**src/rtl/shift_midpoint_n_if.sv**
```systemverilog
// Board-side bundle for shift_midpoint_n: raw async inputs in, register view out.
interface shift_midpoint_n_if #(
    parameter int WIDTH = 8
);
    localparam int CW = $clog2(WIDTH + 1);

    logic             button0;
    logic             switch0;
    logic             switch1;
    logic             dir;
    logic [WIDTH-1:0] parOut;
    logic             serialOut;
    logic [CW-1:0]    shiftCount;
    logic             full;

    modport master (
        output button0, switch0, switch1, dir,
        input  parOut, serialOut, shiftCount, full
    );

    modport slave (
        input  button0, switch0, switch1, dir,
        output parOut, serialOut, shiftCount, full
    );
endinterface

```
**src/rtl/shift_midpoint_n.sv**
```systemverilog
// Conditioned button/switch front end driving a parallel-load, bidirectional
// shift register with a saturating shift counter.
module shift_midpoint_n #(
    parameter int               WIDTH       = 8,
    parameter logic [WIDTH-1:0] LOAD_VALUE  = WIDTH'(8'hA5),
    parameter int               DEBOUNCE    = 10,
    parameter int               SYNC_STAGES = 2
) (
    input logic               Clk,
    input logic               Rst_n,
    shift_midpoint_n_if.slave bus
);
    localparam int CW  = $clog2(WIDTH + 1);
    localparam int DCW = (DEBOUNCE > 1) ? $clog2(DEBOUNCE) : 1;
    localparam logic [DCW-1:0] DEB_LAST = DCW'(DEBOUNCE - 1);

    // channel 0 = button0, 1 = switch0, 2 = switch1
    logic [2:0]             raw;
    logic [SYNC_STAGES-1:0] sync_q [3];
    logic [DCW-1:0]         cnt_q  [3];
    logic [2:0]             cond_q;
    logic [2:0]             synced;
    logic [2:0]             fire;

    logic [SYNC_STAGES-1:0] dir_q;
    logic                   dir_s;

    logic [WIDTH-1:0]       par_q;
    logic [CW-1:0]          count_q;
    logic                   load;
    logic                   shift;

    assign raw   = {bus.switch1, bus.switch0, bus.button0};
    assign dir_s = dir_q[SYNC_STAGES-1];

    always_comb begin
        synced = '0;
        fire   = '0;
        for (int i = 0; i < 3; i++) begin
            synced[i] = sync_q[i][SYNC_STAGES-1];
            fire[i]   = (synced[i] != cond_q[i]) && (cnt_q[i] == DEB_LAST);
        end
    end

    // The edge pulses act on the register at the very edge they are produced.
    assign load  = fire[0] & cond_q[0];
    assign shift = fire[2] & ~cond_q[2];

    always_ff @(posedge Clk or negedge Rst_n) begin
        if (!Rst_n) begin
            for (int i = 0; i < 3; i++) begin
                sync_q[i] <= '0;
                cnt_q[i]  <= '0;
            end
            cond_q <= '0;
            dir_q  <= '0;
        end else begin
            for (int i = 0; i < 3; i++) begin
                sync_q[i] <= {sync_q[i][SYNC_STAGES-2:0], raw[i]};
                if (synced[i] == cond_q[i]) begin
                    cnt_q[i] <= '0;
                end else if (fire[i]) begin
                    cnt_q[i]  <= '0;
                    cond_q[i] <= ~cond_q[i];
                end else begin
                    cnt_q[i] <= cnt_q[i] + DCW'(1);
                end
            end
            dir_q <= {dir_q[SYNC_STAGES-2:0], bus.dir};
        end
    end

    always_ff @(posedge Clk or negedge Rst_n) begin
        if (!Rst_n) begin
            par_q   <= '0;
            count_q <= '0;
        end else if (load) begin
            par_q   <= LOAD_VALUE;
            count_q <= '0;
        end else if (shift) begin
            if (dir_s) begin
                par_q <= {cond_q[1], par_q[WIDTH-1:1]};
            end else begin
                par_q <= {par_q[WIDTH-2:0], cond_q[1]};
            end
            if (count_q != CW'(WIDTH)) begin
                count_q <= count_q + CW'(1);
            end
        end
    end

    assign bus.parOut     = par_q;
    assign bus.serialOut  = dir_s ? par_q[0] : par_q[WIDTH-1];
    assign bus.shiftCount = count_q;
    assign bus.full       = (count_q == CW'(WIDTH));
endmodule

```
**src/flat_wrapper.sv**
```systemverilog
// flat-port wrapper written by rule: the top's interface ports become plain ports
module shift_midpoint_n_flat 
#(
    parameter int               WIDTH       = 8,
    parameter logic [WIDTH-1:0] LOAD_VALUE  = WIDTH'(8'hA5),
    parameter int               DEBOUNCE    = 10,
    parameter int               SYNC_STAGES = 2
)
  (Clk, Rst_n, bus_button0, bus_switch0, bus_switch1, bus_dir, bus_parOut, bus_serialOut, bus_shiftCount, bus_full);
  shift_midpoint_n_if #(.WIDTH(WIDTH)) bus_i ();
  input logic Clk;
  input logic Rst_n;
  input wire logic [$bits(bus_i.button0)-1:0] bus_button0;
  input wire logic [$bits(bus_i.switch0)-1:0] bus_switch0;
  input wire logic [$bits(bus_i.switch1)-1:0] bus_switch1;
  input wire logic [$bits(bus_i.dir)-1:0] bus_dir;
  output wire logic [$bits(bus_i.parOut)-1:0] bus_parOut;
  output wire logic [$bits(bus_i.serialOut)-1:0] bus_serialOut;
  output wire logic [$bits(bus_i.shiftCount)-1:0] bus_shiftCount;
  output wire logic [$bits(bus_i.full)-1:0] bus_full;
  assign bus_i.button0 = bus_button0;
  assign bus_i.switch0 = bus_switch0;
  assign bus_i.switch1 = bus_switch1;
  assign bus_i.dir = bus_dir;
  assign bus_parOut = bus_i.parOut;
  assign bus_serialOut = bus_i.serialOut;
  assign bus_shiftCount = bus_i.shiftCount;
  assign bus_full = bus_i.full;
  shift_midpoint_n #(.WIDTH(WIDTH), .LOAD_VALUE(LOAD_VALUE), .DEBOUNCE(DEBOUNCE), .SYNC_STAGES(SYNC_STAGES)) u_core (.Clk(Clk), .Rst_n(Rst_n), .bus(bus_i));
endmodule
```
**config.mk**
```make
export PLATFORM = sky130hd
export DESIGN_NAME = shift_midpoint_n_flat
export DESIGN_NICKNAME = d
export VERILOG_FILES = /design/src/rtl/shift_midpoint_n_if.sv /design/src/rtl/shift_midpoint_n.sv /design/src/flat_wrapper.sv
export SDC_FILE = /design/constraint.sdc
export NUM_CORES = 1
export LEC_CHECK = 0
export ABC_CLOCK_PERIOD_IN_PS = 1280
export BUFFER_PORTS_ARGS = -buffer_cell sky130_fd_sc_hd__clkbuf_2
export CORE_MARGIN = 3
export CORE_UTILIZATION = 30
export CTS_CLUSTER_DIAMETER = 30
export DETAILED_ROUTE_END_ITERATION = 10
export MAX_ROUTING_LAYER = met4
export PLACE_DENSITY_LB_ADDON = 0.2
export SLEW_MARGIN = 20
export SYNTH_ARGS = -nofsm -noshare
export SYNTH_HDL_FRONTEND = slang
export SYNTH_SLANG_ARGS = --single-unit
export TNS_END_PERCENT = 20
```
**constraint.sdc**
```tcl
create_clock -name Clk -period 1.28 [get_ports Clk]
set_input_delay 0.192 -clock Clk [delete_from_list [all_inputs] [get_ports Clk]]
set_output_delay 0.192 -clock Clk [all_outputs]
set_load 0.1 [all_outputs]
```
==> impl_metrics.tcl <==
set metrics [dict create \
    synth_warnings 0 \
    clock_path_buffers 2 \
    wirelength_microns 3139 \
    holdWs_ns 0.01446 \
    dieArea_sq_um 6152 \
    cts-root-buf "clkbuf_8" \
    reg2reg_slack_ns -0.16 \
    portBuffers 19 \
    first_iter_violations 46 \
    antenna_found_initial 0 \
    ys_ff_latch 35 \
    rsz0062_at_grt "yes" \
    viasPerCell 4.788 \
    violations "negative setup slack" \
    hold_viol 0 \
    power.net_switching_mw 0.6685 \
    hp-class "input port to flop" \
    synth_area_sq_um 1574 \
    cp_cell_sequence "inv_4 -> ha_4 -> and3b_4 -> buf_12" \
    overflow 0 \
    fin_cells 250 \
    grt_pass1_vias 1180 \
    r2r.worst_path.cells 5 \
    core_sq_um 4880 \
    routed-via-count 1197 \
    crit_type "flop to primary output" \
    cp_max_fo 2 \
    clk_pin_slew_worst_paths_ns 0.07 \
    reg2reg_to "u_core.bus.shiftCount[3]" \
    syn-num-nets 151 \
    p_leak_nw 1.022 \
    worst_pin_slew_ns 0.4524 \
    final_cell_mix "dfrtp_1 (29), buf_4 (19), buf_12 (14)" \
    maxSlewViolCount 0 \
    finClkSkew_ns 0.007071 \
    cts_num_sinks 35 \
    dp.cells 234 \
    htree_num_levels 2 \
    share_comb_of_total_power_pct 16.6 \
    arrival_ns 1.34 \
    maxCapViolations 0 \
    cp.required_ns 1.09 \
    io_pins 20 \
    synth_top_area_share_pct 55.64 \
    endpoint_kind "primary output" \
    seqPwrFrac_pct 49.4 \
    grt_first_pass_wirelength_microns 5464 \
    setup_slack_ns -0.2537 \
    ir_worst_vdd_uv 780.1 \
    startpoint_type "flop" \
    switching_share_pct 26.35 \
    avgSynthCellArea_sq_um 11.49 \
    cts_buffers 5 \
    synth.distinct_cells 28 \
    grt_max_degree 36 \
    seq_area_frac_synth_pct 55.64 \
    max_freq_mhz 652.0 \
    p_per_area_nw_per_um2 1109 \
    fin_crit_sh_pct 119.8 \
    rows 25 \
    drive_gt1_share_pct 36.07 \
    min_to "u_core.sync_q[0]" \
    hold_depth 1 \
    cpMaxStageDelayCell "dfrtp_4" \
    place_hpwl_microns 2249 \
    dieHeight_microns 78.44 \
    drc_errors 0 \
    nets 196 \
    cp_top_family "flip-flops" \
    reg2reg_from "u_core.cnt_q[1]" \
    final_util_pct 46.87 \
    finalSetupViolCount 8 \
    syn_inst 137 \
    syn_to_final_growth_pct 45.31 \
    critPathBufInv 2 \
    groute.usage.overall_pct 11.82 \
    routabilityCongestion 0.8207 \
    start_util_pct 32.26 \
    pwr-share-clk_pct 34.0 \
    crit_path_max_incr_delay_ns 0.49 \
    ant_nets 0 \
    clk-insertion-delay-late_ns 0.28 \
    slew_headroom_pct 69.84 \
    status "complete, but fails checks" \
    yosys.area.top_type "dfrtp_1" \
    min-delay-start "bus_switch1" \
    p_int_mw 1.868 \
    die_w_microns 78.44 \
    final_common_cell "dfrtp_1" \
    cts_tree "yes" \
    period_needed_ns 1.534 \
    n_antenna_cell 0 \
    synth.area.top_cells "dfrtp_1 (56%), ha_1 (6.4%), mux2i_1 (6.4%)" \
    dr.pass1.iters 4 \
    wl_per_cell_microns 12.56 \
]
## metal layers
metal  vias to the layer above  wire, microns  global-route usage [%]
met5                         -              0                       -
met4                         0             37                   4.720
met3                         6            136                   3.555
met2                        33           1470                   16.18
met1                       597           1494                   16.30
li1                        561              -                       -
## what timing repair did
action	4_1_cts	5_1_grt
buffers inserted	6	0
endpoints found under the hold margin	35	1
resized for setup	7	7
endpoints found under the setup margin	16	20
pin swaps	3	3
hold buffers	1	1
## cells by family after synthesis
kind of cell,Yosys count,synth area share [%]
compound gates,26,9.856
xor+xnor,8,4.452
fa+ha+maj,8,6.360
buf+inv,10,3.020
flops,35,55.64
mux,13,8.506
simple gates,37,12.16
## final cells by class
type	count	area (sq um)
Clock buffer	8	100.1
Fill cell	466	2592
Inverter	6	27.53
Multi-Input combinational cell	92	696.9
Sequential cell	35	888.4
Tap cell	67	83.83
Timing Repair Buffer	42	490.5
## stage by stage
stage	TNS, ns	power (mW)	cell area, sq um	worst slack [ns]
6_report	-0.8332	2.537	2287	-0.2537
3_5_place_dp	-0.9208	1.684	2088	-0.1135
2_1_floorplan	-2.076	1.502	1612	-0.3542
4_1_cts	-0.9163	2.579	2260	-0.2660
3_3_place_gp	-0.4499	1.659	2088	-0.07649
5_1_grt	-2.065	2.685	2287	-0.3079
## power by group through the flow
stage                     sequential (mW)  combinational, mW  clock [mW]
after floorplan                      1.34              0.162           0
after global placement               1.27              0.390           0
after detailed placement             1.27              0.409           0
after CTS                            1.25              0.423       0.902
after global routing                 1.27              0.464       0.955
final                                1.25              0.421       0.863
## sequential cells by signal, summed over array words and instances (netlist names)
register,flops
u_core.cnt_q,12
u_core.sync_q,6
u_core.cond_q,3
u_core.dir_q,2
u_core.bus.parOut,8
u_core.bus.shiftCount,4
## worst max path at each step
stage / start / to / cells past startpoint
final: u_core.bus.shiftCount[0] / bus_full / 4
after global routing: u_core.bus.shiftCount[0] / bus_full / 4
after CTS: u_core.bus.shiftCount[1] / bus_full / 4
after detailed placement: u_core.cnt_q[1] / u_core.bus.shiftCount[3] / 5
after global placement: u_core.cnt_q[1] / u_core.bus.shiftCount[3] / 5
after floorplan: u_core.bus.shiftCount[1] / u_core.bus.shiftCount[0] / 5
## Yosys cell counts
cell	instances
xnor2_1	3
buf_6	1
inv_1	6
and2b_1	1
and3b_1	2
mux2i_1	10
buf_2	2
dfrtp_1	35
or4_1	1
or2_1	1
nand3b_1	3
clkbuf_1	1
nor2b_1	1
o31ai_1	2
a211oi_1	4
o21ai_1	1
nor2_1	14
nand2b_1	2
xor2_1	5
o211ai_1	4
o21ai_0	8
nand4_1	1
ha_1	8
a21oi_1	7
mux2_2	3
nand2_1	6
nor3_2	1
nand3_1	4
Note: power is estimated with default switching activity, not from simulation.
